==> src/rtl/memory_read_arbiter.sv <==
// Two-requester arbiter for one pipelined memory read port: VGA fetcher vs CPU reader,
// mode-dependent priority, tag-routed return data. Optional CPU starvation guard: ARBITER_STARVE_GUARD_EN.
module memory_read_arbiter #(
   parameter int ADDRESS_WIDTH = 11,
   parameter int DATA_WIDTH    = 16,
   parameter int STARVE_LIMIT  = 8
) (
   input  logic                     clock_in,
   input  logic                     reset_n_in,
   input  logic                     display_on_in,
   input  logic                     vga_req_in,
   input  logic [ADDRESS_WIDTH-1:0] vga_address_in,
   output logic                     vga_ack_out,
   output logic [DATA_WIDTH-1:0]    vga_data_out,
   output logic                     vga_valid_out,
   input  logic                     cpu_req_in,
   input  logic [ADDRESS_WIDTH-1:0] cpu_address_in,
   output logic                     cpu_ack_out,
   output logic [DATA_WIDTH-1:0]    cpu_data_out,
   output logic                     cpu_valid_out,
   output logic [ADDRESS_WIDTH-1:0] memory_address_out,
   output logic                     memory_rd_out,
   input  logic [DATA_WIDTH-1:0]    memory_data_in
);

   // Handshake: a request is accepted in the cycle where req and ack are both high;
   // the requester holds req/address until it sees ack at a rising edge, and may drop req freely.

   localparam logic [0:0] MODE_CPU_PRIO = 1'b0;
   localparam logic [0:0] MODE_VGA_PRIO = 1'b1;

   generate
      if (STARVE_LIMIT < 1 || STARVE_LIMIT > 255) begin : g_bad_starve_limit
         $error("STARVE_LIMIT must be in 1..255");
      end
   endgenerate

   logic [0:0] mode;
   logic       force_cpu;
   logic       grant_vga;
   logic       grant_cpu;
   logic       issue_cpu;

   always_ff @(posedge clock_in or negedge reset_n_in) begin
      if (!reset_n_in) begin
         mode <= MODE_CPU_PRIO;
      end else begin
         mode <= display_on_in ? MODE_VGA_PRIO : MODE_CPU_PRIO;
      end
   end

`ifdef ARBITER_STARVE_GUARD_EN
   localparam logic [7:0] STARVE_LIMIT_8 = 8'(STARVE_LIMIT);
   logic [7:0] starve_count;

   assign force_cpu = (mode == MODE_VGA_PRIO) && cpu_req_in && (starve_count == STARVE_LIMIT_8);

   // Counts consecutive refused cycles of a pending CPU request during active video.
   always_ff @(posedge clock_in or negedge reset_n_in) begin
      if (!reset_n_in) begin
         starve_count <= 8'd0;
      end else if ((mode != MODE_VGA_PRIO) || !cpu_req_in || cpu_ack_out) begin
         starve_count <= 8'd0;
      end else if (starve_count != 8'hFF) begin
         starve_count <= starve_count + 8'd1;
      end
   end
`else
   assign force_cpu = 1'b0;
`endif

   always_comb begin
      grant_vga = 1'b0;
      grant_cpu = 1'b0;
      if (reset_n_in) begin
         if (mode == MODE_CPU_PRIO) begin
            grant_cpu = cpu_req_in;
            grant_vga = vga_req_in && !cpu_req_in;
         end else begin
            grant_vga = vga_req_in && !force_cpu;
            grant_cpu = cpu_req_in && (!vga_req_in || force_cpu);
         end
      end
   end

   assign vga_ack_out = grant_vga;
   assign cpu_ack_out = grant_cpu;

   // Issue stage: memory_rd_out doubles as the in-flight tag valid, issue_cpu as the owner.
   always_ff @(posedge clock_in or negedge reset_n_in) begin
      if (!reset_n_in) begin
         memory_address_out <= '0;
         memory_rd_out      <= 1'b0;
         issue_cpu          <= 1'b0;
      end else begin
         memory_rd_out <= grant_vga || grant_cpu;
         issue_cpu     <= grant_cpu;
         if (grant_vga || grant_cpu) begin
            memory_address_out <= grant_cpu ? cpu_address_in : vga_address_in;
         end
      end
   end

   always_ff @(posedge clock_in or negedge reset_n_in) begin
      if (!reset_n_in) begin
         vga_data_out  <= '0;
         vga_valid_out <= 1'b0;
         cpu_data_out  <= '0;
         cpu_valid_out <= 1'b0;
      end else begin
         vga_valid_out <= memory_rd_out && !issue_cpu;
         cpu_valid_out <= memory_rd_out && issue_cpu;
         if (memory_rd_out && !issue_cpu) begin
            vga_data_out <= memory_data_in;
         end
         if (memory_rd_out && issue_cpu) begin
            cpu_data_out <= memory_data_in;
         end
      end
   end

endmodule

==> config.mk <==
export PLATFORM = sky130hd
export DESIGN_NAME = memory_read_arbiter
export DESIGN_NICKNAME = d
export VERILOG_FILES = /design/src/rtl/memory_read_arbiter.sv
export SDC_FILE = /design/constraint.sdc
export NUM_CORES = 1
export LEC_CHECK = 0
export ABC_AREA = 1
export CAP_MARGIN = 40
export CORE_UTILIZATION = 45
export CTS_CLUSTER_DIAMETER = 200
export CTS_CLUSTER_SIZE = 10
export DETAILED_ROUTE_END_ITERATION = 6
export PLACE_DENSITY = 0.85
export SLEW_MARGIN = 5
export SYNTH_ARGS = -nofsm -noshare
export SYNTH_HDL_FRONTEND = slang
export SYNTH_SLANG_ARGS = --single-unit
==> constraint.sdc <==
create_clock -name clock_in -period 1.8 [get_ports clock_in]
set_input_delay 0.36 -clock clock_in [delete_from_list [all_inputs] [get_ports clock_in]]
set_output_delay 0.36 -clock clock_in [all_outputs]
set_load 0.02 [all_outputs]
==> impl_metrics.json <==
{
  "status": "completed",
  "clock_sinks": 48,
  "core-area_sq_um": 4384,
  "antenna_left": 0,
  "synth_compound_area_share_pct": 10.93,
  "wl_per_cell_um": 12.04,
  "end_kind": "output port",
  "slowest_delay_ps": 480,
  "gr-usage-all-layers_pct": 20.23,
  "holdWs_ps": 233.6,
  "hp-class": "in -> async",
  "path_max_fanout": 2,
  "die_h_um": 69.67,
  "comb_power_share_pct": 34.0,
  "final_cell_area_sq_um": 3089,
  "worstSkewPairLatency_ps": 290,
  "cts_tree": "done",
  "fin_skew_ps": 2.448,
  "regToRegSetupSlack_ps": 610,
  "syn_avg_cell_area_sq_um": 8.882,
  "slew_headroom_pct": 62.46,
  "tightest_slew_ps": 563.1,
  "power.net_switching_w": 0.0009245,
  "ys_ff_latch": 48,
  "yosys_warnings": 0,
  "cp.buffers_inverters": 2,
  "cts_htree_levels": 2,
  "seqPwrFrac_pct": 46.1,
  "grt_antenna_before_repair": 0,
  "cp_data_required_time_ps": 1440,
  "hold_violations": 0,
  "synth_nets": 275,
  "gp_congestion": 0.7699,
  "first_pass_iters": 4,
  "p_int_w": 0.002013,
  "final_nets": 370,
  "rsz0062_at_grt": "no",
  "post-route-util_pct": 70.46,
  "path_cells": "clkdlybuf4s50_1 -> nand2_1 -> a21oi_1 -> clkdlybuf4s15_1",
  "worstSetupPathType": "in -> out",
  "totalWireLength_mm": 4.565,
  "reg2reg_to": "vga_data_out[15]$_DFFE_PN0P_",
  "num_io_pins": 91,
  "slew_violations": 0,
  "synth_area_sq_um": 2061,
  "synth_xor_area_share_pct": 0,
  "dieArea_sq_um": 4854,
  "pwr-share-clk_pct": 19.9,
  "drc": 0,
  "drive_above_1_share_pct": 10.09,
  "root_buffer": "clkbuf_8",
  "critPathLaunchType": "primary input",
  "initial_core_util_pct": 47.00,
  "path_delay_family": "buffers and inverters",
  "clockBufferDepth": 2,
  "worstRegToRegCells": 5,
  "yosysSeqAreaShare_pct": 58.29,
  "grt_max_degree": 48,
  "dpl_cell_area_sq_um": 3007,
  "fmax_mhz": 579.0,
  "cts_made_buffers": 5,
  "area_growth_pct": 49.91,
  "n_antenna_cell": 0,
  "post-route-period-util_pct": 95.96,
  "rows": 24,
  "die_x_um": 69.67,
  "dpl.hpwl_mm": 3.486,
  "p_leak_nw": 1.580,
  "first_global_vias": 1736,
  "setup_violations": 0,
  "grt_pass1_wl_mm": 7.728,
  "reg2reg_from": "memory_rd_out$_DFF_PN0_",
  "vias": 1792,
  "muxShareOfSynthArea_pct": 0,
  "synth_top_family_by_area": "simple AND/OR/NAND/NOR gates",
  "cp_data_arrival_time_ps": 1370,
  "post_synth_fa_ha_maj_area_fraction_pct": 0,
  "drv_cap": 0,
  "grt.overflow.total": 0,
  "swShare_pct": 31.47,
  "cts.clk_slew.worst_paths_ps": 80,
  "synth_cell_types": 11,
  "peakVddDrop_mv": 0.4248,
  "fin_ws_ps": 72.79,
  "timing.final.crit_period_ps": 1727,
  "via_per_inst": 4.728,
  "yosys.area_share.simple_pct": 18.58,
  "syn_inst": 232,
  "dpl_worst_slack_ps": -263.3,
  "crit_slowest_cell": "clkdlybuf4s50_1",
  "portBuffers": 90,
  "powerDensity_nw_per_um2": 950.9,
  "drt_iter0_markers": 150
}
area by class of cell:
class                      count  area [sq um]
timing repair buffer         100         968.4
sequential                    48          1201
fill                         354          1295
inverter                      45         168.9
tap                           52         65.06
clock buffer                   6         72.57
clock inverter                 1         5.005
multi-input combinational    127         608.1
synthesized netlist by cell type (all sizes together):
cell type	count	area share (%)
a21oi	1	0.24
buf	10	3.6
clkbuf	2	0.36
dfrtp	48	58
inv	45	8.2
nand2	71	13
nand3	22	5.3
o21ai	32	11
or2	1	0.30
per-stage QoR:
step / setup TNS, ps / std cells / total power, W
floorplan: 0 / 232 / 0.001846
global placement: -432.0 / 371 / 0.002354
detailed placement: -500.0 / 371 / 0.002385
CTS: 0 / 379 / 0.002977
global route: 0 / 379 / 0.003100
finish: 0 / 379 / 0.002938
how the worst max path moves through the flow:
stage / end / depth (start not counted) / from / slack (ps)
floorplan: cpu_ack_out / 5 / reset_n_in / 570
global placement: cpu_ack_out / 6 / cpu_req_in / -250
detailed placement: cpu_ack_out / 6 / cpu_req_in / -260
CTS: cpu_ack_out / 6 / cpu_req_in / 5
global route: vga_ack_out / 4 / vga_req_in / 10
finish: vga_ack_out / 4 / vga_req_in / 70
state kept, by name (all words and copies together) (netlist names):
register            count
cpu_valid_out           1
issue_cpu               1
cpu_data_out           16
memory_rd_out           1
vga_valid_out           1
memory_address_out     11
mode                    1
vga_data_out           16
power by group through the flow:
stage | Combinational [W] | Sequential [W] | Clock (W)
6_report | 0.00100 | 0.00135 | 0.000584
5_1_grt | 0.00108 | 0.00138 | 0.000646
4_1_cts | 0.00101 | 0.00136 | 0.000609
3_5_place_dp | 0.00101 | 0.00137 | 0
3_3_place_gp | 0.000989 | 0.00137 | 0
2_1_floorplan | 0.000254 | 0.00159 | 0
cell usage in the layout (no fill, tap or decap):
cell type / synthesis / routed
or2_1: 1 / 1
clkdlybuf4s50_1: 0 / 87
buf_2: 6 / 1
clkbuf_2: 0 / 1
clkinv_2: 0 / 1
dfrtp_1: 48 / 48
dlygate4sd3_1: 0 / 1
nand3_1: 22 / 22
clkbuf_1: 2 / 1
nand2_1: 71 / 71
clkbuf_8: 0 / 5
a21oi_1: 1 / 1
buf_4: 0 / 9
o21ai_2: 16 / 16
clkdlybuf4s15_1: 0 / 1
o21ai_0: 16 / 16
inv_1: 45 / 45
cell families (layout without fill, tap and decap cells):
family	count (synthesis)	count (layout)
buf+inv	57	152
compound gates	33	33
simple gates	94	94
flops	48	48
repair_timing:
action                     4_1_cts  5_1_grt
hold endpoints to repair         1        0
resized for setup                2        3
setup endpoints to repair        2        2
buffers inserted                 0        0
hold buffers                     1        0
layer usage:
metal	up-vias	GRT usage, %	part of all wire [%]
met1	821	24.10	43
met2	78	35.17	48
met4	0	5.333	0.85
met5	-	0	0
li1	889	-	-
met3	4	6.686	8.3
(Power assumes the default switching activity.)
